`src/rtl/mem_wb.sv`:
```
// MEM/WB stage of the 3-stage core: data BRAM and MMIO access, load alignment,
// writeback selection and the forwarding source for EX.
module mem_wb #(
  parameter int unsigned DMEM_AWIDTH = 14,
  parameter logic [3:0]  IO_NIBBLE   = 4'h8
) (
  input  logic                   clk,
  input  logic                   rst,
  input  logic                   ex_valid_i,
  input  logic [31:0]            ex_alu_result_i,
  input  logic [31:0]            ex_mem_write_i,
  input  logic [4:0]             ex_wb_addr_i,
  input  logic [1:0]             ex_wr_mux_i,
  input  logic [31:0]            ex_pc_plus_i,
  input  logic [2:0]             ex_funct3_i,
  input  logic                   ex_mem_rd_i,
  input  logic                   ex_mem_wr_i,
  input  logic                   ex_reg_write_i,
  output logic [DMEM_AWIDTH-1:0] dmem_addr_o,
  output logic [3:0]             dmem_we_o,
  output logic [31:0]            dmem_din_o,
  input  logic [31:0]            dmem_dout_i,
  output logic [7:0]             uart_tx_data_o,
  output logic                   uart_tx_valid_o,
  input  logic                   uart_tx_ready_i,
  input  logic [7:0]             uart_rx_data_i,
  input  logic                   uart_rx_valid_i,
  output logic                   uart_rx_ready_o,
  output logic                   wb_en_o,
  output logic [4:0]             wb_addr_o,
  output logic [31:0]            wb_data_o
);

  typedef enum logic [1:0] {
    WB_ALU  = 2'd0,
    WB_LOAD = 2'd1,
    WB_PC   = 2'd2,
    WB_RSVD = 2'd3
  } wb_sel_e;

  localparam logic [27:0] IO_STATUS = 28'h000_0000;
  localparam logic [27:0] IO_RXDATA = 28'h000_0004;
  localparam logic [27:0] IO_TXDATA = 28'h000_0008;
  localparam logic [27:0] IO_CYCLE  = 28'h000_0010;
  localparam logic [27:0] IO_INSTR  = 28'h000_0014;
  localparam logic [27:0] IO_CNTCLR = 28'h000_0018;

  // EX-side decode
  logic        mmio, ex_st, ex_ld, tx_wr, cnt_clr;
  logic [27:0] io_word;
  logic [3:0]  we;
  logic [31:0] din;

  // WB-side pipeline registers
  logic        valid_q, mmio_q, reg_write_q;
  logic [31:0] alu_q, pc_plus_q, mmio_rd_q, mmio_rd_d;
  logic [2:0]  funct3_q;
  logic [4:0]  wb_addr_q;
  wb_sel_e     wr_mux_q;

  // UART transmit holding register and counters
  logic        tx_valid_q, tx_valid_d;
  logic [7:0]  tx_data_q, tx_data_d;
  logic [31:0] cyc_q, cyc_d, ins_q, ins_d;

  logic [31:0] load_word, load_val;
  logic [7:0]  ld_byte;
  logic [15:0] ld_half;

  assign mmio    = (ex_alu_result_i[31:28] == IO_NIBBLE);
  assign io_word = {ex_alu_result_i[27:2], 2'b00};
  assign ex_st   = ex_valid_i & ex_mem_wr_i;
  assign ex_ld   = ex_valid_i & ex_mem_rd_i;
  assign tx_wr   = ex_st & mmio & (io_word == IO_TXDATA);
  assign cnt_clr = ex_st & mmio & (io_word == IO_CNTCLR);

  assign dmem_addr_o     = ex_alu_result_i[DMEM_AWIDTH+1:2];
  assign uart_rx_ready_o = ex_ld & mmio & (io_word == IO_RXDATA);

  always_comb begin
    we  = '0;
    din = ex_mem_write_i;
    case (ex_funct3_i)
      3'b000: begin
        we  = 4'b0001 << ex_alu_result_i[1:0];
        din = {4{ex_mem_write_i[7:0]}};
      end
      3'b001: begin
        we  = ex_alu_result_i[1] ? 4'b1100 : 4'b0011;
        din = {2{ex_mem_write_i[15:0]}};
      end
      3'b010:  we = 4'b1111;
      default: we = '0;
    endcase
    if (!ex_st || mmio) we = '0;
  end

  assign dmem_we_o  = we;
  assign dmem_din_o = din;

  always_comb begin
    case (io_word)
      IO_STATUS: mmio_rd_d = {30'b0, uart_rx_valid_i, uart_tx_ready_i};
      IO_RXDATA: mmio_rd_d = {24'b0, uart_rx_data_i};
      IO_CYCLE:  mmio_rd_d = cyc_q;
      IO_INSTR:  mmio_rd_d = ins_q;
      default:   mmio_rd_d = '0;
    endcase
  end

  // A handshake in flight takes priority; a write arriving while pending is lost.
  always_comb begin
    tx_valid_d = tx_valid_q;
    tx_data_d  = tx_data_q;
    if (tx_valid_q) begin
      if (uart_tx_ready_i) tx_valid_d = 1'b0;
    end else if (tx_wr && uart_tx_ready_i) begin
      tx_valid_d = 1'b1;
      tx_data_d  = ex_mem_write_i[7:0];
    end
  end

  always_comb begin
    cyc_d = cnt_clr ? '0 : cyc_q + 32'd1;
    ins_d = cnt_clr ? '0 : ins_q + {31'b0, valid_q};
  end

  always_ff @(posedge clk) begin
    if (rst) begin
      valid_q     <= 1'b0;
      mmio_q      <= 1'b0;
      reg_write_q <= 1'b0;
      alu_q       <= '0;
      pc_plus_q   <= '0;
      mmio_rd_q   <= '0;
      funct3_q    <= '0;
      wb_addr_q   <= '0;
      wr_mux_q    <= WB_ALU;
      tx_valid_q  <= 1'b0;
      tx_data_q   <= '0;
      cyc_q       <= '0;
      ins_q       <= '0;
    end else begin
      valid_q     <= ex_valid_i;
      mmio_q      <= mmio;
      reg_write_q <= ex_reg_write_i;
      alu_q       <= ex_alu_result_i;
      pc_plus_q   <= ex_pc_plus_i;
      mmio_rd_q   <= mmio_rd_d;
      funct3_q    <= ex_funct3_i;
      wb_addr_q   <= ex_wb_addr_i;
      wr_mux_q    <= wb_sel_e'(ex_wr_mux_i);
      tx_valid_q  <= tx_valid_d;
      tx_data_q   <= tx_data_d;
      cyc_q       <= cyc_d;
      ins_q       <= ins_d;
    end
  end

  assign uart_tx_valid_o = tx_valid_q;
  assign uart_tx_data_o  = tx_data_q;

  always_comb begin
    load_word = mmio_q ? mmio_rd_q : dmem_dout_i;
    ld_byte   = load_word[{alu_q[1:0], 3'b000} +: 8];
    ld_half   = alu_q[1] ? load_word[31:16] : load_word[15:0];
    case (funct3_q[1:0])
      2'b00:   load_val = {{24{~funct3_q[2] & ld_byte[7]}}, ld_byte};
      2'b01:   load_val = {{16{~funct3_q[2] & ld_half[15]}}, ld_half};
      default: load_val = load_word;
    endcase
  end

  always_comb begin
    case (wr_mux_q)
      WB_LOAD: wb_data_o = load_val;
      WB_PC:   wb_data_o = pc_plus_q;
      default: wb_data_o = alu_q;
    endcase
  end

  assign wb_en_o   = valid_q & reg_write_q & (wb_addr_q != '0);
  assign wb_addr_o = wb_addr_q;

endmodule
```
`config.mk`:
```
export PLATFORM = sky130hd
export DESIGN_NAME = mem_wb
export DESIGN_NICKNAME = d
export VERILOG_FILES = /design/src/rtl/mem_wb.sv
export SDC_FILE = /design/constraint.sdc
export NUM_CORES = 1
export LEC_CHECK = 0
export CAP_MARGIN = 20
export CORE_UTILIZATION = 49
export CTS_BUF_LIST = sky130_fd_sc_hd__clkbuf_8
export DETAILED_ROUTE_END_ITERATION = 6
export GPL_ROUTABILITY_DRIVEN = 0
export PLACE_DENSITY_LB_ADDON = 0.05
export SETUP_SLACK_MARGIN = 0.15
export SLEW_MARGIN = 10
export SYNTH_ARGS = -nofsm -noshare
export SYNTH_HDL_FRONTEND = slang
export SYNTH_SLANG_ARGS = --single-unit
```
`constraint.sdc`:
```
create_clock -name clk -period 3 [get_ports clk]
set_input_delay 0.75 -clock clk [delete_from_list [all_inputs] [get_ports clk]]
set_output_delay 0.75 -clock clk [all_outputs]
set_load 0.02 [all_outputs]
```
* After elaboration in Yosys (flattened, before gate mapping)
Index checks and enable logic that the tools add are counted.
** Operators by class
- Add/subtract/negate cells :: 2
- Equality and inequality tests :: 11
- Shift operators :: 2
- Multiplexer cells :: 12
- Bitwise logic cells :: 13
- Reductions and logical operators :: 9
** Operators by type and width (number)
- $pmux W32 S2 :: 3
- $pmux W32 S4 :: 1
- $eq A26 B3 Y1 const B :: 3
- $add A32 B1 Y32 :: 1
- $add A32 B1 Y32 const B :: 1
- $mux W32 :: 1
- $shiftx A32 B6 Y8 :: 1
- $logic_not A28 Y1 :: 1
- $eq A26 B1 Y1 const B :: 1
- $eq A26 B2 Y1 const B :: 1
- $mux W16 :: 1
- $pmux W4 S3 :: 1
- $and A1 B1 Y1 :: 11
- $mux W4 :: 2
- $reduce_bool A5 Y1 :: 1
- $eq A2 B1 Y1 const B :: 2
- $eq A4 B4 Y1 const B :: 1
- $shl A1 B2 Y4 const A :: 1
- $eq A3 B1 Y1 const B :: 1
- $eq A3 B2 Y1 const B :: 1
- $logic_not A3 Y1 :: 1
- $mux W1 :: 3
- $eq A2 B2 Y1 const B :: 1
- $logic_not A2 Y1 :: 1
- 6 further kinds :: 7
** Word-level totals
- Register bits :: 182
- Input port bits :: 154
- Output and inout port bits :: 98
- Logic and storage cells :: 62

* Depth between registers and ports, before layout
Gate-level depths: netlist (run 1).
- Depth in word-level cells :: 6
- Gate-level depth with buffers :: 9
- Mapped depth without buffers :: 6

* Worst setup path before layout (run 1)
No wires, ideal clock.
- Path kind :: input -> output
- Start point :: in dmem_dout_i[31]
- End point :: out wb_data_o[17]
- Arrival :: 2.166 ns
- Slack :: 0.084 ns
- Stages on the path :: 6
- Path buffers :: 1
- Cell sequence :: mux4_2 -> nand2b_1 -> a31oi_4 -> a21o_2 -> buf_6 -> o21ai_1
** Between the ends
- Word-level cells in the longest chain between the ends :: 5
- Elaborated cells between the ends (all ways) :: 7
- Those cells by class :: 1 x shift; 4 x mux; 2 x bitwise
** RTL lines
- start: declaration :: RTL line 22 : input logic [31:0] dmem_dout_i,
- $mux W32 * :: RTL line 164 : load_word = mmio_q ? mmio_rd_q : dmem_dout_i;
- $shiftx A32 B6 Y8 / $mux W16 (equally long branches) :: RTL line 165, 166
- $and A1 B1 Y1 (on tied branches) :: RTL line 168, 169
- $pmux W32 S2 * :: RTL line 167 : case (funct3_q[1:0])
- $pmux W32 S2 * :: RTL line 175 : case (wr_mux_q)
- end: declaration :: RTL line 31 : output logic [31:0] wb_data_o
Mark *: on every way between the ends. The rest lies on a longest branch, timed or not.

* Worst setup path after layout (run 1)
- Start point :: reg mmio_q
- End point :: out wb_data_o[10]
** Between the ends
- Word-level cells in the longest chain between the ends :: 5
- Elaborated cells between the ends (all ways) :: 6
- Those cells by class :: 1 x shift; 4 x mux; 1 x bitwise
** RTL lines
- start: declaration :: RTL line 55 : logic valid_q, mmio_q, reg_write_q;
- start signal: assignment :: RTL line 145 : mmio_q <= mmio;
- $mux W32 * :: RTL line 164
- $shiftx A32 B6 Y8 :: RTL line 165 : ld_byte = load_word[{alu_q[1:0], 3'b000} +: 8];
- $and A1 B1 Y1 :: RTL line 168 : 2'b00: load_val = {{24{~funct3_q[2] & ld_byte[7]}}, ld_byte};
- $pmux W32 S2 * :: RTL line 167
- $pmux W32 S2 * :: RTL line 175
Marked as above.

==> results by stage, run 1 <==
Run status:
- The flow ran to the end, but the final reports show violations.
- The final reports fail on negative setup slack.

Synthesis:
- The largest area contributor in the synthesized netlist is sky130_fd_sc_hd__dfxtp_1.
- The commonest cells after synthesis are 182 x sky130_fd_sc_hd__dfxtp_1, 131 x sky130_fd_sc_hd__nor2_1, 90 x sky130_fd_sc_hd__nor2b_1.
- The cell area that synthesis handed to floorplanning was 0.00863 mm^2.
- Of the total synthesized cell area, the portion taken by XOR and XNOR cells is 5.99%.
- The largest family of logic cells by synthesized area is simple AND/OR/NAND/NOR gates.
- Summing the areas of all fa, ha and maj instances in the mapped netlist gives 0.725% of the synthesized area.
- The synthesized design contains 182 register bits.
- The count of flip-flops with a built-in enable after synthesis is 0.
- The synthesized netlist devotes 12.0% of its cell area to compound gates.
- In the post-synthesis netlist, the cell with the most instances is sky130_fd_sc_hd__dfxtp_1.
- The proportion of synthesized flip-flops having asynchronous set or reset is 0%.
- After Yosys synthesis, and, or, nand and nor cells account for 23.7% of the synthesized area.
- Yosys attributes the largest share of cell area to sky130_fd_sc_hd__dfxtp_1 42%, sky130_fd_sc_hd__nor2b_1 6.5%, sky130_fd_sc_hd__nor2_1 5.7%, sky130_fd_sc_hd__mux2i_1 4.4%, sky130_fd_sc_hd__a22oi_1 3.8%.
- Synthesis produced a netlist whose cell count is 946.
- Multiplexer cells account for 9.37% of the synthesized area.
- The top cell type by area accounts for 42.2% of the synthesized area.
- Counting every net in the synthesized netlist gives 1,105.
- After synthesis, flip-flops and latches occupy 42.2% of the total area.
- For this run, the leading register cell type out of synthesis is sky130_fd_sc_hd__dfxtp_1.
- A synthesized cell averages 9.12 um^2.
- The Yosys warning count is 0.
- The count of unique library cells instantiated by Yosys is 55.

STA:
- For the finished layout, the period the worst path requires is 3.22 ns.
- The final worst-path cycle share is 107%.
- For the final database, setup skew stands at 0.0113 ns.
- The count of final hold-check violations was 0.
- At the pin with the least slew margin, the transition time is 0.820 ns.
- The final number of max-transition violations came to 0.
- The final worst-path setup slack is -0.223 ns.
- Setup repair after global routing could not meet its margin everywhere.
- The highest attainable clock frequency is 310 MHz.
- Setup violations remaining at the end of the flow were counted as 26.
- The worst pin sits at a relative slew slack of 44.9%.

Floorplanning:
- The die is 135 um wide.
- The placeable core region is 0.0172 mm^2.
- In this run the vertical extent of the chip is 135 um.
- The number of core rows is 48.
- The starting density of the core is 50.1%.
- The die footprint is 0.0181 mm^2.
- The number of primary I/O pins is 252.

Setup path:
- The worst setup path is captured at an output pin.
- The maximum single-stage delay on the critical path is 0.53 ns.
- The arrival time at the worst endpoint is 2.47 ns.
- The element type at the critical path start is a register.
- The signal on the critical path passes through mux4_2, nand2b_4, a31oi_4, buf_12, a221oi_2, a221o_1, buf_6.
- The master of the slowest instance on the critical path is sky130_fd_sc_hd__mux4_2.
- By startpoint and endpoint, the worst setup path is classified as register to output pin.
- STA puts the critical path data required time at 2.25 ns.
- The top fanout value on the critical path is 7.

Clocking:
- TritonCTS built the clock tree.
- The number of buffers on the longest clock path is 2.
- The clock tree root buffer cell is sky130_fd_sc_hd__clkbuf_8.
- In this run, CTS created clock tree buffers numbering 17.
- At the later pin of the worst-skew pair, clock insertion delay measures 0.47 ns.
- The total clock sinks is 182.
- The clock-pin transition on the worst setup and hold timing paths is 0.09 ns.
- The number of buffers inserted by hold repair at cts is 0.
- In this run the number of H-tree levels came out at 4.

Drt:
- The detailed-router iteration count before antenna repair is 5.
- The detailed router placed 8,221 vias in this run.
- After detailed routing, the average wire length per cell comes to 19.0 um.
- The aggregate routed wire length is 28,400 um.
- The first routing iteration left 608 violations.
- In the routed design, unresolved DRC markers number 0.
- The count of nets left with antenna violations once routing finished came out at 0.
- After detailed routing, the number of vias per cell comes to 5.52.

Finish:
- The final instance area is 0.0128 mm^2.
- For this run, the post-layout net count is 1,410.
- The area added between synthesis and finish is 47.9%.
- The share of the core filled with cells is 74.0%.
- The number of fillers in the final layout is 1,324.
- The post-route netlist has 24.3% of its cells at a drive strength greater than 1.

GRT:
- The via count of the first global-routing pass is 7,687.
- The leftover overflow at the end of global routing is 0.
- The initial antenna violation count is 2.
- The largest net degree at the start of global routing is 46.
- The global-route wire length before repair is 42,500 um.
- Across every metal layer, demand over resource in global routing totals 30.8%.

Power and ir drop:
- IR analysis of the VDD net gives a maximum drop of 0.285 mV.
- After layout, the design draws a total of 5.17 mW.
- The power density of the placed cells is 405 mW/mm^2.
- In this run the static leakage power is 4.86 nW.

Job:
- Max-cap violations in this run came to 0.

Place:
- The post-placement cell area is 0.0117 mm^2.
- Input and output buffers added on the ports amount to 251.
- The worst slack after detailed placement is -0.883 ns.
- The detailed placer's ending HPWL is 21,000 um.

Min path:
- The tightest min-delay check is of the register to register type.
critical path, delay by kind of cell (launching register included):
| family | cells | cell delay (ns) |
|---|---|---|
| AOI/OAI and AO/OA | 3 | 0.62 |
| buffers and inverters | 2 | 0.31 |
| DFF | 1 | 0.39 |
| muxes | 1 | 0.53 |
| and+or+nand+nor | 1 | 0.17 |
state kept, by name, summed over array words and instances (netlist names), 2 cells and up:
register        count
alu_q              32
cyc_q              32
ins_q              32
mmio_rd_q          32
pc_plus_q          32
uart_tx_data_o      8
wb_addr_o           5
funct3_q            3
wr_mux_q            2
final timing paths:
check | start | end | slack (ns) | depth (start not counted)
worst min register to register | uart_tx_data_o[6] | uart_tx_data_o[6] | 0.50 | 2
worst max register to register | ins_q[7] | ins_q[28] | 0.81 | 5
worst max-delay path | mmio_q | wb_data_o[10] | -0.22 | 7
worst min-delay path | uart_tx_data_o[6] | uart_tx_data_o[6] | 0.50 | 2
timing repair:
item,4_1_cts,5_1_grt
resized for setup,354,101
endpoints found under the setup margin,61,80
pin swaps,38,38
cloned,1,1
setup buffers,24,6
cell usage in the layout, fill, tap and decap left out, types with 16 or more instances in the layout:
master and count:
sky130_fd_sc_hd__nor2b_1 89, sky130_fd_sc_hd__clkbuf_8 19, sky130_fd_sc_hd__clkdlybuf4s50_1 145, sky130_fd_sc_hd__nand4_1 23, sky130_fd_sc_hd__xor2_1 23, sky130_fd_sc_hd__nor2_1 126, sky130_fd_sc_hd__mux2i_1 35, sky130_fd_sc_hd__dfxtp_1 180
sky130_fd_sc_hd__xnor2_1 36, sky130_fd_sc_hd__nand2_1 51, sky130_fd_sc_hd__a22oi_1 43, sky130_fd_sc_hd__a21oi_1 16, sky130_fd_sc_hd__inv_1 18, sky130_fd_sc_hd__buf_4 98, sky130_fd_sc_hd__mux2_2 17, sky130_fd_sc_hd__nand3_1 24
sky130_fd_sc_hd__buf_6 44, sky130_fd_sc_hd__dlygate4sd2_1 35
metrics by stage:
step / std cells / TNS (ns) / hold WS (ns)
final: 1490 / -3.64 / 0.499
after detailed placement: 1425 / -34.29 / 0.488
after global placement: 1425 / -32.71 / 0.475
after global routing: 1490 / -5.30 / 0.530
after CTS: 1481 / -3.03 / 0.506
after floorplan: 946 / 0 / 0.446
cell families after synthesis:
| group | count (synthesis) |
|---|---|
| AND/OR/NAND/NOR | 394 |
| flip-flops | 182 |
| AO/OA/AOI/OAI | 140 |
| buffers and inverters | 100 |
| multiplexers | 66 |
| XOR/XNOR | 59 |
| adder cells (fa/ha/maj) | 5 |
area by class of cell:
type | count | area, um^2 | area share [%]
multi-input combinational | 664 | 4860 | 38.1
sequential | 182 | 3650 | 28.6
timing repair buffer | 369 | 3490 | 27.4
tap | 225 | 282 | 2.21
clock buffer | 19 | 262 | 2.05
clock inverter | 12 | 141 | 1.11
inverter | 17 | 63.8 | 0.500
antenna | 2 | 5.00 | 0.0392
where the power goes:
group / switching (mW) / internal (mW) / leakage (nW)
Combinational: 0.463 / 0.514 / 3.18
Clock: 0.903 / 0.794 / 0.199
Sequential: 0.0286 / 2.47 / 1.49
layer usage:
layer / part of all wire (%) / up-vias / track usage (%)
met1: 42 / 3916 / 39.0
li1: - / 3906 / -
met3: 7.3 / 59 / 7.09
met4: 3.7 / 0 / 12.8
met2: 47 / 340 / 50.3
met5: 0 / - / 0
Power figures use the tool's default switching activity.
==> run 2, diff against run 1 <==
--- a/config.mk
+++ b/config.mk
@@ -5,6 +5,7 @@
 export SDC_FILE = /design/constraint.sdc
 export NUM_CORES = 1
 export LEC_CHECK = 0
+export ABC_CLOCK_PERIOD_IN_PS = 3000
 export CAP_MARGIN = 20
 export CORE_UTILIZATION = 49
 export CTS_BUF_LIST = sky130_fd_sc_hd__clkbuf_8
==> results of run 2 <==
No change in the layout: final DEF, timing and power equal those of run 1.
==> run 3, diff against run 2 <==
--- a/config.mk
+++ b/config.mk
@@ -9,6 +9,7 @@
 export CAP_MARGIN = 20
 export CORE_UTILIZATION = 49
 export CTS_BUF_LIST = sky130_fd_sc_hd__clkbuf_8
+export CTS_CLUSTER_SIZE = 8
 export DETAILED_ROUTE_END_ITERATION = 6
 export GPL_ROUTABILITY_DRIVEN = 0
 export PLACE_DENSITY_LB_ADDON = 0.05
==> results of run 3 <==
No change in the layout: final DEF, timing and power equal those of run 1.
